<file path="src/rtl/bc_seq_ctrl_if.sv">
// Signal bundle between the basic-computer sequence controller and its datapath.
// The controller takes the master side; the datapath and memory-reference unit take the slave side.
interface bc_seq_ctrl_if;
   logic        start;
   logic [15:0] ir;
   logic        ac_msb;
   logic        ac_lsb;
   logic        ac_zero;
   logic        e_val;
   logic        mr_done;
   logic [3:0]  sc;
   logic        ar_ld_pc;
   logic        ir_ld;
   logic        pc_inc;
   logic        ar_ld_ir;
   logic        ar_ld_mem;
   logic        mr_req;
   logic        ac_clr;
   logic        ac_cmp;
   logic        ac_shr;
   logic        ac_shl;
   logic        ac_inc;
   logic        ff_en;
   logic        e_clr;
   logic        e_indata;
   logic        running;
   logic        halted;

   modport master (
      input  start, ir, ac_msb, ac_lsb, ac_zero, e_val, mr_done,
      output sc, ar_ld_pc, ir_ld, pc_inc, ar_ld_ir, ar_ld_mem, mr_req,
      output ac_clr, ac_cmp, ac_shr, ac_shl, ac_inc,
      output ff_en, e_clr, e_indata, running, halted
   );

   modport slave (
      output start, ir, ac_msb, ac_lsb, ac_zero, e_val, mr_done,
      input  sc, ar_ld_pc, ir_ld, pc_inc, ar_ld_ir, ar_ld_mem, mr_req,
      input  ac_clr, ac_cmp, ac_shr, ac_shl, ac_inc,
      input  ff_en, e_clr, e_indata, running, halted
   );
endinterface

</file>
<file path="src/rtl/bc_seq_ctrl.sv">
// Basic-computer timing/sequence controller: T0-T2 fetch, T3 register-reference
// execute, hand-off of memory-reference instructions over mr_req/mr_done.
module bc_seq_ctrl #(
   parameter int MR_SC_MAX = 15
) (
   input  logic          clk,
   input  logic          reset,
   bc_seq_ctrl_if.master bus
);

   localparam logic [3:0] SC_MAX   = 4'(MR_SC_MAX);
   localparam logic [3:0] SC_MR_ST = 4'd4;

   typedef enum logic [2:0] {
      IDLE = 3'd0,
      T0   = 3'd1,
      T1   = 3'd2,
      T2   = 3'd3,
      T3   = 3'd4,
      MR   = 3'd5,
      HALT = 3'd6
   } state_t;

   state_t     state, state_nxt;
   logic [3:0] mr_cnt, mr_cnt_nxt;

   logic       ind;
   logic       rr;
   logic       mem;
   logic       skip;

   assign ind  = bus.ir[15];
   assign rr   = (bus.ir[14:12] == 3'd7) && !ind;
   assign mem  = (bus.ir[14:12] != 3'd7);
   // skip tests use the AC/E values as they stand before this instruction
   assign skip = (bus.ir[4] && !bus.ac_msb) ||
                 (bus.ir[3] &&  bus.ac_msb) ||
                 (bus.ir[2] &&  bus.ac_zero) ||
                 (bus.ir[1] && !bus.e_val);

   always_ff @(posedge clk or negedge reset) begin
      if (!reset) begin
         state  <= IDLE;
         mr_cnt <= 4'd0;
      end else begin
         state  <= state_nxt;
         mr_cnt <= mr_cnt_nxt;
      end
   end

   always_comb begin
      state_nxt     = state;
      mr_cnt_nxt    = mr_cnt;
      bus.sc        = 4'd0;
      bus.ar_ld_pc  = 1'b0;
      bus.ir_ld     = 1'b0;
      bus.pc_inc    = 1'b0;
      bus.ar_ld_ir  = 1'b0;
      bus.ar_ld_mem = 1'b0;
      bus.mr_req    = 1'b0;
      bus.ac_clr    = 1'b0;
      bus.ac_cmp    = 1'b0;
      bus.ac_shr    = 1'b0;
      bus.ac_shl    = 1'b0;
      bus.ac_inc    = 1'b0;
      bus.ff_en     = 1'b0;
      bus.e_clr     = 1'b0;
      bus.e_indata  = 1'b0;
      bus.running   = 1'b0;
      bus.halted    = 1'b0;
      case (state)
         IDLE: begin
            if (bus.start) state_nxt = T0;
         end
         T0: begin
            bus.running  = 1'b1;
            bus.ar_ld_pc = 1'b1;
            state_nxt    = T1;
         end
         T1: begin
            bus.running = 1'b1;
            bus.sc      = 4'd1;
            bus.ir_ld   = 1'b1;
            bus.pc_inc  = 1'b1;
            state_nxt   = T2;
         end
         T2: begin
            bus.running  = 1'b1;
            bus.sc       = 4'd2;
            bus.ar_ld_ir = 1'b1;
            state_nxt    = T3;
         end
         T3: begin
            bus.running = 1'b1;
            bus.sc      = 4'd3;
            state_nxt   = T0;
            if (rr) begin
               if (bus.ir[11])     bus.ac_clr = 1'b1;
               else if (bus.ir[9]) bus.ac_cmp = 1'b1;
               else if (bus.ir[7]) bus.ac_shr = 1'b1;
               else if (bus.ir[6]) bus.ac_shl = 1'b1;
               else if (bus.ir[5]) bus.ac_inc = 1'b1;
               if (bus.ir[10]) begin
                  bus.ff_en = 1'b1;
                  bus.e_clr = 1'b1;
               end else if (bus.ir[8]) begin
                  bus.ff_en    = 1'b1;
                  bus.e_indata = ~bus.e_val;
               end else if (bus.ir[7]) begin
                  bus.ff_en    = 1'b1;
                  bus.e_indata = bus.ac_lsb;
               end else if (bus.ir[6]) begin
                  bus.ff_en    = 1'b1;
                  bus.e_indata = bus.ac_msb;
               end
               bus.pc_inc = skip;
               if (bus.ir[0]) state_nxt = HALT;
            end else if (mem) begin
               bus.ar_ld_mem = ind;
               mr_cnt_nxt    = SC_MR_ST;
               state_nxt     = MR;
            end
         end
         MR: begin
            bus.running = 1'b1;
            bus.mr_req  = 1'b1;
            bus.sc      = mr_cnt;
            if (mr_cnt != SC_MAX) mr_cnt_nxt = mr_cnt + 4'd1;
            if (bus.mr_done) state_nxt = T0;
         end
         HALT: begin
            bus.halted = 1'b1;
            if (bus.start) state_nxt = T0;
         end
         default: state_nxt = IDLE;
      endcase
   end

endmodule

</file>
<file path="src/flat_wrapper.sv">
// flat-port wrapper written by rule: the top's interface ports become plain ports
module bc_seq_ctrl_flat 
#(
   parameter int MR_SC_MAX = 15
)
  (clk, reset, bus_start, bus_ir, bus_ac_msb, bus_ac_lsb, bus_ac_zero, bus_e_val, bus_mr_done, bus_sc, bus_ar_ld_pc, bus_ir_ld, bus_pc_inc, bus_ar_ld_ir, bus_ar_ld_mem, bus_mr_req, bus_ac_clr, bus_ac_cmp, bus_ac_shr, bus_ac_shl, bus_ac_inc, bus_ff_en, bus_e_clr, bus_e_indata, bus_running, bus_halted);
  bc_seq_ctrl_if bus_i ();
  input  logic clk;
  input  logic reset;
  input wire logic [$bits(bus_i.start)-1:0] bus_start;
  input wire logic [$bits(bus_i.ir)-1:0] bus_ir;
  input wire logic [$bits(bus_i.ac_msb)-1:0] bus_ac_msb;
  input wire logic [$bits(bus_i.ac_lsb)-1:0] bus_ac_lsb;
  input wire logic [$bits(bus_i.ac_zero)-1:0] bus_ac_zero;
  input wire logic [$bits(bus_i.e_val)-1:0] bus_e_val;
  input wire logic [$bits(bus_i.mr_done)-1:0] bus_mr_done;
  output wire logic [$bits(bus_i.sc)-1:0] bus_sc;
  output wire logic [$bits(bus_i.ar_ld_pc)-1:0] bus_ar_ld_pc;
  output wire logic [$bits(bus_i.ir_ld)-1:0] bus_ir_ld;
  output wire logic [$bits(bus_i.pc_inc)-1:0] bus_pc_inc;
  output wire logic [$bits(bus_i.ar_ld_ir)-1:0] bus_ar_ld_ir;
  output wire logic [$bits(bus_i.ar_ld_mem)-1:0] bus_ar_ld_mem;
  output wire logic [$bits(bus_i.mr_req)-1:0] bus_mr_req;
  output wire logic [$bits(bus_i.ac_clr)-1:0] bus_ac_clr;
  output wire logic [$bits(bus_i.ac_cmp)-1:0] bus_ac_cmp;
  output wire logic [$bits(bus_i.ac_shr)-1:0] bus_ac_shr;
  output wire logic [$bits(bus_i.ac_shl)-1:0] bus_ac_shl;
  output wire logic [$bits(bus_i.ac_inc)-1:0] bus_ac_inc;
  output wire logic [$bits(bus_i.ff_en)-1:0] bus_ff_en;
  output wire logic [$bits(bus_i.e_clr)-1:0] bus_e_clr;
  output wire logic [$bits(bus_i.e_indata)-1:0] bus_e_indata;
  output wire logic [$bits(bus_i.running)-1:0] bus_running;
  output wire logic [$bits(bus_i.halted)-1:0] bus_halted;
  assign bus_i.start = bus_start;
  assign bus_i.ir = bus_ir;
  assign bus_i.ac_msb = bus_ac_msb;
  assign bus_i.ac_lsb = bus_ac_lsb;
  assign bus_i.ac_zero = bus_ac_zero;
  assign bus_i.e_val = bus_e_val;
  assign bus_i.mr_done = bus_mr_done;
  assign bus_sc = bus_i.sc;
  assign bus_ar_ld_pc = bus_i.ar_ld_pc;
  assign bus_ir_ld = bus_i.ir_ld;
  assign bus_pc_inc = bus_i.pc_inc;
  assign bus_ar_ld_ir = bus_i.ar_ld_ir;
  assign bus_ar_ld_mem = bus_i.ar_ld_mem;
  assign bus_mr_req = bus_i.mr_req;
  assign bus_ac_clr = bus_i.ac_clr;
  assign bus_ac_cmp = bus_i.ac_cmp;
  assign bus_ac_shr = bus_i.ac_shr;
  assign bus_ac_shl = bus_i.ac_shl;
  assign bus_ac_inc = bus_i.ac_inc;
  assign bus_ff_en = bus_i.ff_en;
  assign bus_e_clr = bus_i.e_clr;
  assign bus_e_indata = bus_i.e_indata;
  assign bus_running = bus_i.running;
  assign bus_halted = bus_i.halted;
  bc_seq_ctrl #(.MR_SC_MAX(MR_SC_MAX)) u_core (.clk(clk), .reset(reset), .bus(bus_i));
endmodule
</file>
<file path="config.mk">
export PLATFORM = sky130hd
export DESIGN_NAME = bc_seq_ctrl_flat
export DESIGN_NICKNAME = d
export VERILOG_FILES = /design/src/rtl/bc_seq_ctrl_if.sv /design/src/rtl/bc_seq_ctrl.sv /design/src/flat_wrapper.sv
export SDC_FILE = /design/constraint.sdc
export NUM_CORES = 1
export LEC_CHECK = 0
export CAP_MARGIN = 20
export CELL_PAD_IN_SITES_DETAIL_PLACEMENT = 0
export CELL_PAD_IN_SITES_GLOBAL_PLACEMENT = 1
export CORE_ASPECT_RATIO = 1.25
export CORE_MARGIN = 1.5
export CORE_UTILIZATION = 25
export CTS_CLUSTER_DIAMETER = 60
export CTS_CLUSTER_SIZE = 28
export DETAILED_ROUTE_END_ITERATION = 8
export PLACE_DENSITY_LB_ADDON = 0.1
export SLEW_MARGIN = 0
export SYNTH_ARGS = -nofsm -noshare
export SYNTH_HDL_FRONTEND = slang
export SYNTH_SLANG_ARGS = --single-unit
</file>
<file path="constraint.sdc">
create_clock -name clk -period 1.9 [get_ports clk]
set_input_delay 0.38 -clock clk [delete_from_list [all_inputs] [get_ports clk]]
set_output_delay 0.38 -clock clk [all_outputs]
set_load 0.1 [all_outputs]
</file>
==> impl_results.md, run 1 <==
- Status: complete, but fails checks
- Failing checks: setup timing
- Fillers: 229
- Logic pwr share: 82.7%
- Routed vias: 975
- Slew margin rel.: 70.4%
- DRT Pass-1 Iters: 4
- CTS clk-pin slew, worst paths: 50 ps
- Hold crit path type: input pin to async pin
- WL/cell: 14.0 um
- Max Cap Violations: 0
- Power per cell area: 1270 nW/um2
- CTS sink count: 7
- Antenna diodes: 0
- I/O pin total: 44
- Top cells by count, synth: nor2_1 (11), o21ai_0 (9), nand2_1 (8), dfrtp_1 (7), inv_1 (7)
- Crit. End Element: output port
- CP Class: flop to output port
- Worst EP arrival: 1850 ps
- Share of layout cells above drive strength 1: 53.3%
- Worst EP required: 1520 ps
- Largest area contributor in the netlist: dfrtp_1
- First-pass GRT wire length: 4340 um
- Final setup vio count: 14
- Post-cts hold buffer count: 0
- Initial Utilization: 26.7%
- CTS tree: built
- Share of flip-flops with an asynchronous set or reset: 100%
- Pin count of the biggest net entering global routing: 14
- Clock share of power: 5.8%
- Most common cell in the netlist: nor2_1
- Synth unique cells: 37
- Worst setup margin: -334 ps
- ANT nets after route: 0
- Buffers on Ports: 43
- CTS HTree Levels: 1
- Cell Rows: 21
- Total gr overflow: 0
- Inst Count DP: 186
- Vias per std cell: 4.80
- Area occupied by multi-input gates: 699 um2
- Clock skew: 1.82 ps
- Die width: 51.3 um
- Worst-case vdd ir drop: 0.00167 V
- Fin crit period: 2230 ps
- Cts bufs inserted: 3
- Routability Congestion: 0.775
- Number of global-route vias before repair: 969
- DIE HEIGHT: 63.4 um
- # DRC: 0
- Post-route insts no fill: 203
- Avg Inst Size Synth: 7.60 um2
- GR Util All Layers: 17.3%
- Worst setup SP type: flop
- P_leak: 0.000791 uW
- Tightest Pin Transition: 443 ps
- Initial DRC count: 7
- Switching share of total power: 52.7%
- #FFs+latches synth: 7
- Final period util: 118%
- Yosys warning total: 0
- Area of the mapped netlist: 729 um2
- Drt total wl: 2840 um
- Layout net count: 196
- Initial antenna violation count: 0
- Clock Latency Late Sink: 250 ps
- Int Pwr: 1120 uW
- Final hold violation count: 0
- Layout area overhead: 155%
- Fmax: 448 MHz
- Synth area leaders: dfrtp_1 (24%), o21ai_0 (6.2%), nor2_1 (5.7%)
- Worst-case clock buffer depth: 2
- Root Driver: clkbuf_4
- Net Count, Synth: 122
- Flop pwr share: 11.4%
- Max Transition Viols Final: 0
- Seq/Total Area, Yosys: 24.0%
- Full die area: 3250 um2
- Core occupancy in the finished layout: 68.0%
- Max FO, Critical Path: 4
- Post-synth EDFFs: 0
- Post-Synthesis Cells: 96
- Hpwl dp: 2170 um
- Core box area: 2730 um2
- Area occupied by registers: 175 um2
- Unrepaired setup endpoints after global routing: yes
- Primary FF master, synth: dfrtp_1
- P_sw: 1250 uW
- Synth top area share: 24.0%
-- timing repair --
item	CTS	global route
setup buffers	6	7
gates resized for setup	27	14
endpoints found under the setup margin	14	21
pin swaps	7	5
-- per-layer routing --
| layer | track usage (%) | up-vias | share of wire (%) |
|---|---|---|---|
| li1 | - | 495 | - |
| met1 | 18.6 | 447 | 38 |
| met2 | 33.0 | 27 | 57 |
| met3 | 1.66 | 6 | 4.3 |
| met4 | 7.57 | 0 | 1.3 |
| met5 | 0 | - | 0 |
-- area by class of cell --
class | instances | share of cell area, %
clock buffer | 4 | 1.41
tap | 34 | 2.29
inverter | 7 | 1.41
sequential | 7 | 9.42
timing repair buffer | 73 | 47.8
multi-input combinational | 78 | 37.6
-- sequential cells by signal (all words and copies together), names as in the netlist --
name and cells:
u_core.mr_cnt 4, u_core.state 3
-- logic make-up after synthesis --
kind of cell               synth area share [%]
AOI/OAI and AO/OA                          25.6
DFF                                        24.0
adders and majority gates                  3.43
muxes                                      2.92
buffers and inverters                      6.86
and+or+nand+nor                            37.2
-- worst paths after layout --
kind | slack, ps | end | from | depth (start not counted)
setup / recovery | -330 | bus_e_indata | u_core.state[0]$_DFFE_PN0P_ | 5
hold / removal | 400 | u_core.mr_cnt[2]$_DFFE_PN0P_ | reset | 1
setup reg to reg | 70 | u_core.state[1]$_DFFE_PN0P_ | u_core.state[2]$_DFFE_PN0P_ | 9
hold reg to reg | 530 | u_core.mr_cnt[3]$_DFFE_PN0P_ | u_core.mr_cnt[3]$_DFFE_PN0P_ | 1
max in group asynchronous | 1240 | u_core.state[0]$_DFFE_PN0P_ | reset | 1
min in group clk | 530 | u_core.mr_cnt[3]$_DFFE_PN0P_ | u_core.mr_cnt[3]$_DFFE_PN0P_ | 1
-- critical path, cell delays in order, from the launching register on --
cell and delay [ps]:
dfrtp_1 370, nand2b_4 140, or4_4 480, buf_6 150, a2111oi_4 240, buf_12 220
-- cell usage in the layout (no fill, tap or decap), types with 2 or more instances in the layout --
cell type	Yosys	layout
and3_4	0	4
o21ai_0	9	3
clkdlybuf4s50_1	0	18
buf_6	1	2
inv_1	7	6
o21ai_2	0	3
nor2_1	11	5
nor3_4	1	3
buf_12	0	22
and2_4	0	2
and3_1	6	2
o21ai_1	0	2
dlygate4sd2_1	0	5
nand2_1	8	7
nor2_2	0	2
nand2b_4	1	2
nand3_1	5	4
dfrtp_1	7	7
nor2_4	0	4
nor3_1	5	3
a21oi_1	6	3
a21oi_4	0	3
clkbuf_4	0	3
buf_4	0	25
-- power groups by stage --
| stage | registers (uW) | logic (uW) | clock network [uW] |
|---|---|---|---|
| 3_3_place_gp | 264 | 1620 | 0 |
| 6_report | 271 | 1960 | 137 |
| 2_1_floorplan | 266 | 1050 | 0 |
| 5_1_grt | 277 | 2060 | 152 |
| 4_1_cts | 269 | 1780 | 147 |
| 3_5_place_dp | 267 | 1630 | 0 |
-- per-stage QoR --
step / area [um2] / setup slack [ps] / setup TNS (ps) / hold WS (ps) / total power, uW
final: 1860 / -334 / -2890 / 401 / 2360
after global routing: 1860 / -396 / -3640 / 407 / 2490
after CTS: 1750 / -389 / -3390 / 396 / 2200
after detailed placement: 1600 / -521 / -4420 / 504 / 1890
after global placement: 1600 / -496 / -4250 / 504 / 1890
after floorplan: 817 / -794 / -3750 / 84.4 / 1320
(Power assumes the default switching activity.)
==> run 2: changes to the inputs <==
==> constraint.sdc (replaced) <==
create_clock -name clk -period 1.9 [get_ports clk]
set_input_delay 0.475 -clock clk [delete_from_list [all_inputs] [get_ports clk]]
set_output_delay 0.475 -clock clk [all_outputs]
set_load 0.1 [all_outputs]
==> impl_results.md, run 2 (same netlist as run 1, synthesis figures left out) <==
- Total gr overflow: 0
- Flop pwr share: 12.8%
- P_leak: 0.000703 uW
- Top sig layer: met4
- Antenna diodes: 0
- Clock share of power: 6.3%
- Core box area: 2730 um2
- Hold WS: 494 ps
- CTS sink count: 7
- Commonest non-fill, non-tap cell in the layout: buf_12
- Layout area overhead: 133%
- Number of global-route vias before repair: 950
- Final setup vio count: 14
- Metal2 WL: 1580 um
- Crit. End Element: output port
- Buffers on Ports: 43
- Fin crit period: 2310 ps
- Layout net count: 185
- RR Endpoint: u_core.mr_cnt[3]$_DFFE_PN0P_
- Max Transition Viols Final: 0
- Reg2reg setup slack: 250 ps
- Full die area: 3250 um2
- CTS tree: built
- ANT nets after route: 0
- Worst setup margin: -409 ps
- Routability Congestion: 0.816
- Status: complete, but fails checks
- Final period util: 122%
- First-pass GRT wire length: 4130 um
- Root Driver: clkbuf_4
- Worst-case vdd ir drop: 0.00140 V
- Vias per std cell: 4.99
- Cts bufs inserted: 3
- Top Registers: u_core.mr_cnt x4, u_core.state x3
- Max FO, Critical Path: 4
- Initial DRC count: 11
- CTS clk-pin slew, worst paths: 50 ps
- R2R Path Start: u_core.state[2]$_DFFE_PN0P_
- Share of layout cells above drive strength 1: 51.9%
- Largest register by flop count: u_core.mr_cnt
- Die width: 51.3 um
- Hpwl dp: 2210 um
- Max Cap Violations: 0
- Slew margin rel.: 73.6%
- Clock skew: 1.26 ps
- Final hold violation count: 0
- I/O pin total: 44
- Initial Utilization: 26.7%
- Worst-case clock buffer depth: 2
- Inst Count DP: 186
- Switching share of total power: 55.3%
- Hold crit path type: input pin to async pin
- Drt total wl: 2680 um
- DRT Pass-1 Iters: 4
- Worst reg-to-reg path cell count: 6
- Tightest Pin Transition: 392 ps
- WL/cell: 14.0 um
- CP Class: input pin to output port
- Clock Latency Late Sink: 250 ps
- P_sw: 1170 uW
- Pin count of the biggest net entering global routing: 16
- # DRC: 0
- Logic pwr share: 80.9%
- CTS HTree Levels: 1
- Most frequent cells in the layout: buf_12 (20), buf_4 (17), clkdlybuf4s50_1 (16), nand2_1 (7), dfrtp_1 (7)
- Worst EP required: 1420 ps
- Crit path from: bus_ir[15]
- GR Util All Layers: 16.6%
- Fmax: 433 MHz
- Failing checks: setup timing
- Number of flip-flops in the largest register: 4
- Post-route insts no fill: 192
- Int Pwr: 942 uW
- Routed vias: 959
- DIE HEIGHT: 63.4 um
- Wl on met1: 956 um
- Power per cell area: 1240 nW/um2
- Worst setup SP type: input pin
- Unrepaired setup endpoints after global routing: yes
- Cell Rows: 21
- CP Capture Point: bus_ac_cmp
- Met3 routed WL: 129 um
- Initial antenna violation count: 0
- Worst EP arrival: 1830 ps
[run 2: cell types whose count changed in the layout (fill, tap and decap cells not counted), sizes merged]
| cell | previous run | this run |
|---|---|---|
| clkdlybuf4s15 | 0 | 1 |
| dlygate4sd2 | 5 | 3 |
| clkdlybuf4s50 | 18 | 16 |
| buf | 50 | 42 |
[run 2: critical path, stage by stage]
cell and delay, ps:
clkdlybuf4s15_2 190, or4_4 570, buf_6 150, nor3b_4 230
buf_12 210
[run 2: worst min-delay path by stage]
stage                                             from                            to  slack (ps)
after floorplan                                  reset  u_core.mr_cnt[0]$_DFFE_PN0P_         180
after global placement    u_core.mr_cnt[3]$_DFFE_PN0P_  u_core.mr_cnt[3]$_DFFE_PN0P_         500
after detailed placement  u_core.mr_cnt[3]$_DFFE_PN0P_  u_core.mr_cnt[3]$_DFFE_PN0P_         520
after CTS                                        reset  u_core.mr_cnt[2]$_DFFE_PN0P_         490
after global routing                             reset  u_core.mr_cnt[2]$_DFFE_PN0P_         490
final                                            reset  u_core.mr_cnt[2]$_DFFE_PN0P_         490
[run 2: what timing repair did]
action	4_1_cts	5_1_grt
hold buffers	0	0
gates resized for setup	32	9
endpoints found under the hold margin	0	0
pin swaps	7	2
setup endpoints to repair	16	18
buffers inserted	2	1
[run 2: power groups by stage]
stage / registers, uW / logic [uW] / clock network (uW)
global placement: 264 / 1630 / 0
global route: 273 / 1790 / 153
CTS: 265 / 1680 / 141
finish: 269 / 1710 / 133
detailed placement: 266 / 1640 / 0
floorplan: 266 / 1070 / 0
[run 2: through the flow]
step	power [uW]	worst slack, ps	TNS [ps]	cell area (um2)	utilization (%)
2_1_floorplan	1330	-889	-4640	827	-
3_3_place_gp	1900	-674	-6030	1600	58.5
3_5_place_dp	1900	-718	-6320	1600	58.5
4_1_cts	2090	-410	-4190	1680	61.4
5_1_grt	2210	-444	-4830	1700	62.3
6_report	2110	-409	-4130	1700	62.3
[run 2: routing by layer]
metal / vias to the layer above / global-route usage, %
li1: 472 / -
met1: 459 / 17.0
met2: 26 / 32.8
met3: 2 / 2.37
met4: 0 / 5.92
met5: - / 0
[run 2: area by class of cell]
cell class	instances	area (um2)
clock buffer	4	26.3
tap	34	42.5
fill	245	1030
sequential	7	175
multi-input combinational	78	668
timing repair buffer	62	763
inverter	7	26.3
==> run 3: changes to the inputs <==
--- a/config.mk
+++ b/config.mk
@@ -15,6 +15,7 @@
 export CTS_CLUSTER_SIZE = 28
 export DETAILED_ROUTE_END_ITERATION = 8
 export PLACE_DENSITY_LB_ADDON = 0.1
+export SETUP_SLACK_MARGIN = 0.15
 export SLEW_MARGIN = 0
 export SYNTH_ARGS = -nofsm -noshare
 export SYNTH_HDL_FRONTEND = slang
==> impl_results.md, run 3 (same netlist as run 1, synthesis figures left out) <==
- Pre-CTS setup slack: -709 ps
- Vias per std cell: 5.01
- Drt total wl: 3320 um
- Worst setup SP type: flop
- Worst-case clock buffer depth: 2
- Layout area overhead: 186%
- GR Util All Layers: 20.6%
- Initial antenna violation count: 0
- Top Registers: u_core.mr_cnt x4, u_core.state x3
- Failing checks: setup timing
- Hold WS: 472 ps
- Slew margin rel.: 69.5%
- Initial DRC count: 10
- Worst-case vdd ir drop: 0.00140 V
- Unrepaired setup endpoints after global routing: yes
- Worst EP arrival: 1900 ps
- Hpwl dp: 2330 um
- First-pass GRT wire length: 5020 um
- Worst EP required: 1420 ps
- Fin crit period: 2370 ps
- Cts bufs inserted: 3
- Antenna diodes: 0
- Core box area: 2730 um2
- Max FO, Critical Path: 3
- Worst setup margin: -474 ps
- Hold crit path type: input pin to async pin
- Clock Latency Late Sink: 270 ps
- Crit. End Element: output port
- Buffers on Ports: 43
- DRT Pass-1 Iters: 6
- CTS clk-pin slew, worst paths: 60 ps
- Pin count of the biggest net entering global routing: 13
- WL/cell: 15.6 um
- Max Transition Viols Final: 0
- CP Class: flop to output port
- Max Cap Violations: 0
- Number of global-route vias before repair: 1,075
- Most frequent cells in the layout: buf_12 (23), buf_4 (21), clkdlybuf4s50_1 (16), buf_6 (13), nand2_1 (7)
- Die width: 51.3 um
- Share of layout cells above drive strength 1: 64.2%
- CTS HTree Levels: 1
- CTS sink count: 7
- Tightest Pin Transition: 458 ps
- Inst Count DP: 190
- DIE HEIGHT: 63.4 um
- Number of flip-flops in the largest register: 4
- Status: complete, but fails checks
- Layout net count: 206
- Initial Utilization: 26.7%
- Total gr overflow: 0
- Routability Congestion: 0.768
- Cell Rows: 21
- Final setup vio count: 20
- Fmax: 421 MHz
- Root Driver: clkbuf_4
- Final period util: 125%
- Post-route insts no fill: 213
- Routed vias: 1,068
- ANT nets after route: 0
- I/O pin total: 44
- # DRC: 0
- Final hold violation count: 0
- Largest register by flop count: u_core.mr_cnt
- P_leak: 0.000864 uW
- Clock skew: 7.97 ps
- Commonest non-fill, non-tap cell in the layout: buf_12
- Total power: 2790 uW
- CTS tree: built
- Power per cell area: 1330 nW/um2
- Full die area: 3250 um2
## run 3: cell types whose count changed in the layout (fill, tap and decap cells not counted), sizes merged
cell      before  now
inv            7    6
clkbuf         4    3
clkinvlp       0    1
buf           42   63
clkinv         0    1
## run 3: path summary, 6_finish.rpt
check,slack (ps),startpoint,depth (start not counted),end
max reg2reg,80,u_core.state[1]$_DFFE_PN0P_,11,u_core.mr_cnt[0]$_DFFE_PN0P_
min reg2reg,560,u_core.mr_cnt[3]$_DFFE_PN0P_,1,u_core.mr_cnt[3]$_DFFE_PN0P_
max,-470,u_core.state[0]$_DFFE_PN0P_,5,bus_e_indata
min,470,reset,1,u_core.state[2]$_DFFE_PN0P_
min in group clk,560,u_core.mr_cnt[3]$_DFFE_PN0P_,1,u_core.mr_cnt[3]$_DFFE_PN0P_
max in group asynchronous,1160,reset,1,u_core.state[1]$_DFFE_PN0P_
## run 3: timing repair
item,in CTS,in global routing
buffers inserted,13,6
endpoints found under the setup margin,20,24
pin swaps,18,17
gates resized for setup,57,28
hold buffers,0,0
## run 3: through the flow
step	cell area (um2)	setup TNS (ps)	util, %
2_1_floorplan	856	-4670	-
3_3_place_gp	1660	-5960	60.6
3_5_place_dp	1660	-6280	60.6
4_1_cts	1930	-5030	70.7
5_1_grt	2090	-6610	76.4
6_report	2090	-5570	76.4
## run 3: layout make-up
| class | instances | area, um2 |
|---|---|---|
| clock buffer | 3 | 22.5 |
| clock inverter | 1 | 5.00 |
| fill | 170 | 644 |
| inverter | 7 | 37.5 |
| multi-input combinational | 78 | 783 |
| sequential | 7 | 176 |
| tap | 34 | 42.5 |
| timing repair buffer | 83 | 1020 |
## run 3: worst max-delay path, cell delays in order, from the launching register on
cell,delay (ps)
dfrtp_1,390
nand2b_4,150
or4_4,470
buf_12,160
a2111oi_4,240
buf_12,220
## run 3: layer usage
metal | up-vias | GRT usage (%) | part of all wire, % | wire length, um
met1 | 504 | 22.8 | 35 | 1160
met5 | - | 0 | 0 | 0
met4 | 0 | 9.87 | 3.5 | 115
met2 | 35 | 38.0 | 57 | 1900
met3 | 11 | 1.90 | 4.4 | 146
li1 | 518 | - | - | -
## run 3: power breakdown
part / switching [uW] / internal [uW]
registers: 80.2 / 211
clock network: 64.6 / 77.4
logic: 1280 / 1080
total: 1420 / 1360
